--- config.mk ---
export PLATFORM = sky130hd
export DESIGN_NAME = univ_shreg
export DESIGN_NICKNAME = d
export VERILOG_FILES = /design/src/rtl/univ_shreg_pkg.sv /design/src/rtl/shreg_cell.sv /design/src/rtl/univ_shreg.sv
export SDC_FILE = /design/constraint.sdc
export NUM_CORES = 1
export LEC_CHECK = 0
export CAP_MARGIN = 0
export CORE_MARGIN = 2
export CORE_UTILIZATION = 38
export CTS_BUF_LIST = sky130_fd_sc_hd__clkbuf_16
export DETAILED_ROUTE_END_ITERATION = 12
export PLACE_DENSITY = 0.74
export SLEW_MARGIN = 10
export SYNTH_ARGS = -nofsm -noshare
export SYNTH_HDL_FRONTEND = slang
export SYNTH_SLANG_ARGS = --single-unit
export TNS_END_PERCENT = 1
--- constraint.sdc ---
create_clock -name clock -period 1.32 [get_ports clock]
set_input_delay 0.33 -clock clock [delete_from_list [all_inputs] [get_ports clock]]
set_output_delay 0.33 -clock clock [all_outputs]
set_load 0.005 [all_outputs]
--- src/rtl/univ_shreg_pkg.sv ---
// Package for the universal shift register.
//   mode_t  : per-edge operation selected by the mode input (2 bits).
//   state_t : serialisation control state (IDLE, LOADED, FULL).
// Shared by shreg_cell and univ_shreg.
package univ_shreg_pkg;

  typedef enum logic [1:0] {
    HOLD = 2'b00,
    SHL  = 2'b01,
    SHR  = 2'b10,
    LOAD = 2'b11
  } mode_t;

  typedef enum logic [1:0] {
    IDLE   = 2'b00,
    LOADED = 2'b01,
    FULL   = 2'b10
  } state_t;

  // Width of a counter that must be able to hold the value w.
  function automatic int count_bits(input int w);
    return $clog2(w + 1);
  endfunction

endpackage

--- src/rtl/shreg_cell.sv ---
// One bit of the universal shift register.
// Enabled D cell with synchronous active-high reset and a 4:1 next-value mux.
// Ports:
//   clock   : clock, updates on posedge
//   reset   : synchronous active-high reset, clears q
//   enable  : 1 = apply mode this edge, 0 = hold
//   mode    : HOLD / SHL / SHR / LOAD
//   d       : parallel load value for this bit
//   shl_in  : value this bit takes on SHL (lower neighbour or serial-in)
//   shr_in  : value this bit takes on SHR (upper neighbour or serial-in)
//   q       : stored bit
module shreg_cell
  import univ_shreg_pkg::*;
(
  input  logic  clock,
  input  logic  reset,
  input  logic  enable,
  input  mode_t mode,
  input  logic  d,
  input  logic  shl_in,
  input  logic  shr_in,
  output logic  q
);

  logic q_next;

  always_comb begin
    q_next = q;
    case (mode)
      HOLD:    q_next = q;
      SHL:     q_next = shl_in;
      SHR:     q_next = shr_in;
      LOAD:    q_next = d;
      default: q_next = q;
    endcase
  end

  always_ff @(posedge clock) begin
    if (reset) begin
      q <= 1'b0;
    end else if (enable) begin
      q <= q_next;
    end
  end

endmodule

--- src/rtl/univ_shreg.sv ---
// Universal shift register: hold, shift-left, shift-right and parallel load,
// gated by enable. Counts shifts since the last load (saturating at WIDTH)
// and flags done once a full word has been serialised.
// Optional build macro: UNIV_SHREG_ROTATE_EN -- shifts rotate instead of
// taking sin_l / sin_r; counting and control are unchanged.
// Ports:
//   clock   : clock, all state updates on posedge
//   reset   : synchronous active-high reset, priority over enable
//   enable  : 1 = act on mode this edge, 0 = hold all state
//   mode    : HOLD / SHL / SHR / LOAD
//   D       : parallel load data
//   sin_l   : serial in, enters bit 0 on SHL
//   sin_r   : serial in, enters bit WIDTH-1 on SHR
//   Q       : register contents
//   sout_l  : Q[WIDTH-1], bit leaving on SHL
//   sout_r  : Q[0], bit leaving on SHR
//   count   : shifts since last LOAD, saturating at WIDTH
//   done    : 1 when the control state is FULL (count == WIDTH)
//   state   : control state, exposed for observation
module univ_shreg
  import univ_shreg_pkg::*;
#(
  parameter int WIDTH = 8
) (
  input  logic                            clock,
  input  logic                            reset,
  input  logic                            enable,
  input  mode_t                           mode,
  input  logic [WIDTH-1:0]                D,
  input  logic                            sin_l,
  input  logic                            sin_r,
  output logic [WIDTH-1:0]                Q,
  output logic                            sout_l,
  output logic                            sout_r,
  output logic [count_bits(WIDTH)-1:0]    count,
  output logic                            done,
  output state_t                          state
);

  localparam int CW = count_bits(WIDTH);

  // Bits entering the word at each end on a shift.
  logic serial_l;
  logic serial_r;

`ifdef UNIV_SHREG_ROTATE_EN
  assign serial_l = Q[WIDTH-1];
  assign serial_r = Q[0];
  // Serial inputs have no function when rotating.
  logic unused_sin;
  assign unused_sin = sin_l ^ sin_r;
`else
  assign serial_l = sin_l;
  assign serial_r = sin_r;
`endif

  for (genvar i = 0; i < WIDTH; i++) begin : g_cell
    logic shl_src;
    logic shr_src;

    if (i == 0) begin : g_lo
      assign shl_src = serial_l;
    end else begin : g_lo_mid
      assign shl_src = Q[i-1];
    end

    if (i == WIDTH - 1) begin : g_hi
      assign shr_src = serial_r;
    end else begin : g_hi_mid
      assign shr_src = Q[i+1];
    end

    shreg_cell u_cell (
      .clock  (clock),
      .reset  (reset),
      .enable (enable),
      .mode   (mode),
      .d      (D[i]),
      .shl_in (shl_src),
      .shr_in (shr_src),
      .q      (Q[i])
    );
  end

  assign sout_l = Q[WIDTH-1];
  assign sout_r = Q[0];
  assign done   = (state == FULL);

  // Control FSM and shift counter. Counting only happens in LOADED: shifts
  // before any load leave count at 0, and in FULL count is already WIDTH.
  // LOAD takes precedence over everything, so a load on the edge that would
  // have completed the word restarts the count instead.
  always_ff @(posedge clock) begin
    if (reset) begin
      state <= IDLE;
      count <= '0;
    end else if (enable) begin
      case (mode)
        LOAD: begin
          state <= LOADED;
          count <= '0;
        end
        SHL, SHR: begin
          if (state == LOADED) begin
            if (count == CW'(WIDTH - 1)) begin
              count <= CW'(WIDTH);
              state <= FULL;
            end else begin
              count <= count + 1'b1;
            end
          end
        end
        default: begin
          state <= state;
          count <= count;
        end
      endcase
    end
  end

endmodule

# After elaboration in Yosys (flattened, before gate mapping)

Index checks and enable logic that the tools add are counted.

Register bits: 14
Bits of input ports: 15
Output and inout port bits: 17
Word-level logic and storage cells: 40

Add/subtract/negate cells: 1
Eq/ne operators: 8
Multiplexer cells: 14
Bitwise gates (word level): 1
Reduce and logical (&&, ||, !) cells: 6

Operators with widths:

| cell                                                                   | count |
|---|---|
| 1-bit case mux with 3 select lines                                     | 8 |
| 4-bit two-way mux                                                      | 2 |
| 4-bit case mux with 2 select lines                                     | 1 |
| 2-bit equality test (second input constant)                            | 3 |
| 4-bit by 1-bit adder with 4-bit output (second input constant)         | 1 |
| 2-bit by 1-bit equality test with 1-bit output (second input constant) | 2 |
| 4-bit by 3-bit equality test with 1-bit output (second input constant) | 1 |
| 2-bit two-way mux                                                      | 2 |
| 2-bit != test (second input constant)                                  | 2 |
| 2-bit case mux with 2 select lines                                     | 1 |
| 4-bit AND reduction                                                    | 1 |
| 3-bit AND reduction                                                    | 1 |
| 2-bit zero test                                                        | 1 |
| 2-bit AND reduction                                                    | 1 |
| 2-bit nonzero test                                                     | 1 |
| 2-bit OR reduction                                                     | 1 |
| 1-bit inverter                                                         | 1 |

# Longest topological paths before layout

Word-level depth: 4
Mapped depth: 7
Depth with buffers taken out: 5

# Modules after synthesis

A second synthesis with hierarchy kept.

Cells, all modules: 98
Area total of the unflattened synthesis: 949.7 sq um

By module, submodules not included:

| module     | times used | cells each | area an instance (sq um) | seq. area each (sq um) |
|---|---|---|---|---|
| shreg_cell | 8          | 7          | 70.1                     | 20.0 |
| univ_shreg | 1          | 42         | 389.1                    | 120.1 |

# Least setup slack after synthesis

No wires, ideal clock.

Path kind: input -> register
Start: input port mode[0]
End: register count[0]
Library setup time: 68 ps
Data arrival time: 1316 ps
Data required time: 1252 ps
Slack: -64 ps
Stages on the path: 5
Buffers on the path: 0
Cells stage by stage: inv_1 > ha_1 > nand4b_2 > or3_1 > a21oi_2

Cells in the longest elaborated chain, start to end: 4
Elaborated cells between the ends (all ways): 8
Those cells by class: eq/ne (4); mux (1); reduce/logical (3)

RTL lines:

| what                                                                                  | line              | source |
|---|---|---|
| start: declaration                                                                    | univ_shreg.sv:28  | `input mode_t mode,` |
| 2-bit by 1-bit equality test with 1-bit output or 2-bit equality test (tied branches) | univ_shreg.sv:98  | `case (mode)` |
| 2-bit OR reduction                                                                    | univ_shreg.sv:98  |  |
| 2-bit != test (no source line) or 2-bit nonzero test (tied branches)                  | --                |  |
| 3-bit AND reduction (no source line)                                                  | --                |  |
| end signal: assignment                                                                | univ_shreg.sv:106 | `count <= CW'(WIDTH);` |
| end signal: assignment                                                                | univ_shreg.sv:109 | `count <= count + 1'b1;` |
| end signal: assignment                                                                | univ_shreg.sv:115 | `count <= count;` |
| end: declaration                                                                      | univ_shreg.sv:35  | `output logic [count_bits(WIDTH)-1:0] count,` |

Several ways; a longest one is shown, not always the timed one.
A chain may end at the register's enable or synchronous reset.

# Final worst setup path

Start: register count[0]
End: register count[0]

Cells in the longest elaborated chain, start to end: 4
Elaborated cells between the ends (all ways): 5
Those cells by class: add/sub (1); eq/ne (1); mux (3)

RTL lines:

| what                                                                                                     | line                                 | source |
|---|---|---|
| 4-bit by 1-bit adder with 4-bit output or 4-bit by 3-bit equality test with 1-bit output (tied branches) | univ_shreg.sv:109, univ_shreg.sv:105 |  |
| 4-bit two-way mux *                                                                                      | univ_shreg.sv:105                    | `if (count == CW'(WIDTH - 1)) begin` |
| 4-bit two-way mux *                                                                                      | univ_shreg.sv:104                    | `if (state == LOADED) begin` |
| 4-bit case mux with 2 select lines *                                                                     | univ_shreg.sv:98                     |  |

Mark *: on every way between the ends. The rest lies on a longest branch, timed or not. The select of a mux whose other input is x is not followed.

==> flow_metrics.tcl <==
set metrics [dict create \
    avgViaCountPerCell 5.45 \
    cts_tree "done" \
    power.share.clock_pct 45.4 \
    fin_ws_ns 0.0328 \
    finalCritPeriodShare_pct 97.5 \
    p_sw_w 0.000287 \
    die-area_um2 2570 \
    synth_ff_type "dfxtp_1" \
    arrival_ns 1.46 \
    fin_crit_ns 1.29 \
    end_kind "flip-flop" \
    synth_area_per_cell_um2 8.82 \
    ys_types 30 \
    initial_utilization_pct 41.4 \
    ys_seq_area_share_pct 33.8 \
    grt_pass1_vias 831 \
    relSlewSlack_pct 83.0 \
    drv_cap 0 \
    r2r_slack_ns 0.03 \
    synth_edf_count 0 \
    finClkSkew_ns 0.00153 \
    cts_buffers 3 \
    post_cts_buffers 0 \
    seqPwrFrac_pct 36.8 \
    power_per_cell_area_nw_per_um2 974 \
    wl_per_cell_um 13.5 \
    synth_area_um2 830 \
    port_buffers 31 \
    grt_max_degree 17 \
    route.detailed.drc 0 \
    p_leak_nw 0.612 \
    gp_congestion 0.846 \
    ant_nets 0 \
    grt_use_total_pct 18.5 \
    pwr-share-comb_pct 17.8 \
    worstSkewPairLatency_ns 0.24 \
    hp-class "flip-flop to flip-flop" \
    dr.pass1.iters 5 \
    slew_viol_final 0 \
    area_growth_pct 56.0 \
    critPathMaxFanout 6 \
    fill_cells 172 \
    dp_slack_ns -0.574 \
    die_w_um 50.7 \
    worst_pin_slew_ns 0.254 \
    dr.first_iter.drc_count 10 \
    worstSetupPathType "flip-flop to flip-flop" \
    coreArea_um2 2000 \
    row_count 16 \
    htree_levels 1 \
    grt_pass1_wl_um 3610 \
    synth_cells 94 \
    power_switching_share_pct 22.8 \
    power.internal_w 0.000973 \
    antenna_found_initial 0 \
    setup_viol 0 \
    grt_overflow_total 0 \
    wl_um 2090 \
    num_vias 840 \
    rsz0062_at_grt "true" \
    mappedNetlistNets 113 \
    startpoint_type "flip-flop" \
    n_antenna_cell 0 \
    nNetsFinal 147 \
    timing.fmax_mhz 777 \
    status "completed" \
    instances_no_fill 154 \
    cts_max_path_buffers 2 \
    ios 32 \
    finalPower_w 0.00126 \
    drive_gt1_share_pct 31.5 \
    hpwl_um 1510 \
    synth_seq_cells 14 \
    clk_pin_slew_ns 0.05 \
    dp.cells 150 \
    dieHeight_um 50.7 \
    vdd_drop_max_mv 1.18 \
    synthArstFlopShare_pct 0 \
    yosysWarnings 0 \
    critPathRequiredTime_ns 1.50 \
    cts_root_buf "clkbuf_16" \
    hold_viol 0 \
    cts_sinks 14 \
]
==> area by class of cell <==
cell class	count	area [um2]	area share (%)
clock buffer	3	75.1	5.80
clock inverter	1	3.75	0.290
inverter	3	11.3	0.870
multi-input combinational	63	477	36.8
sequential	14	297	22.9
tap	27	33.8	2.61
timing repair buffer	43	397	30.7
==> cell usage after synthesis, types with 2 or more instances <==
master	count	share of area, %
nand2_1	10	4.5
inv_1	3	1.4
nor2_1	8	3.6
buf_4	9	8.1
a311oi_2	2	3.6
nand3_1	4	2.4
dfxtp_1	14	34
ha_1	4	6.0
nand3b_1	2	1.8
a21oi_1	4	2.4
buf_2	2	1.2
a22oi_1	8	7.2
a311oi_1	7	7.4
==> cell families (layout without fill, tap and decap cells) <==
family          Yosys count  in the layout  share of synthesized area (%)
fa+ha+maj                 4              4                           6.03
simple gates             34             34                           22.3
buf+inv                  17             50                           13.1
flops                    14             14                           33.8
compound gates           25             25                           24.7
==> power by group through the flow <==
stage	Clock (W)	Combinational, W	Sequential [W]
2_1_floorplan	0	0.000126	0.000470
3_3_place_gp	0	0.000236	0.000470
3_5_place_dp	0	0.000240	0.000472
4_1_cts	0.000586	0.000227	0.000465
5_1_grt	0.000609	0.000245	0.000468
6_report	0.000572	0.000224	0.000464
==> metal layers <==
layer	vias up	part of all wire (%)	routed length, um	global-route usage, %
li1	406	-	-	-
met1	391	43	905	21.6
met2	32	48	998	30.9
met3	11	5.2	109	6.25
met4	0	3.5	73	7.21
met5	-	0	0	0
==> worst max-delay path, cell delays in order (launching register included) <==
cell and delay, ns:
dfxtp_4 0.36, ha_1 0.20, and3b_1 0.20, or3_4 0.34
a21oi_2 0.13
==> layout by cell type, fill, tap and decap left out, types with 4 or more instances in the layout <==
cell type and n:
a21oi_1 4, nor2_1 8, buf_4 10, a22oi_1 8, dfxtp_2 10, dlygate4sd2_1 17
nand3_1 4, clkdlybuf4s50_1 11, a311oi_1 6, nand2_1 10
==> worst paths after layout <==
check                start       end  cells after the start
hold reg to reg   count[1]  count[1]                      2
setup reg to reg  count[0]  count[0]                      4
setup / recovery  count[0]  count[0]                      4
hold / removal    count[1]  count[1]                      2
==> state kept, by name (all words and copies together) (netlist names) <==
register         flops
state                2
g_cell.u_cell.q      8
count                4
==> metrics by stage <==
stage | instance area (um2) | utilization, % | TNS (ns) | hold slack, ns
final | 1290 | 64.6 | 0 | 0.495
after global routing | 1290 | 64.6 | -0.0309 | 0.516
after CTS | 1290 | 64.7 | -0.127 | 0.498
after detailed placement | 1210 | 60.6 | -7.23 | 0.512
after global placement | 1210 | 60.6 | -6.68 | 0.501
after floorplan | 851 | - | -0.00670 | 0.402
==> repair_timing <==
item                       in CTS  in global routing
hold buffers                    0                  0
setup endpoints to repair      31                 12
pin swaps                       3                  0
gates cloned                    0                  0
resized for setup              37                  5
Power figures use the tool's default switching activity.
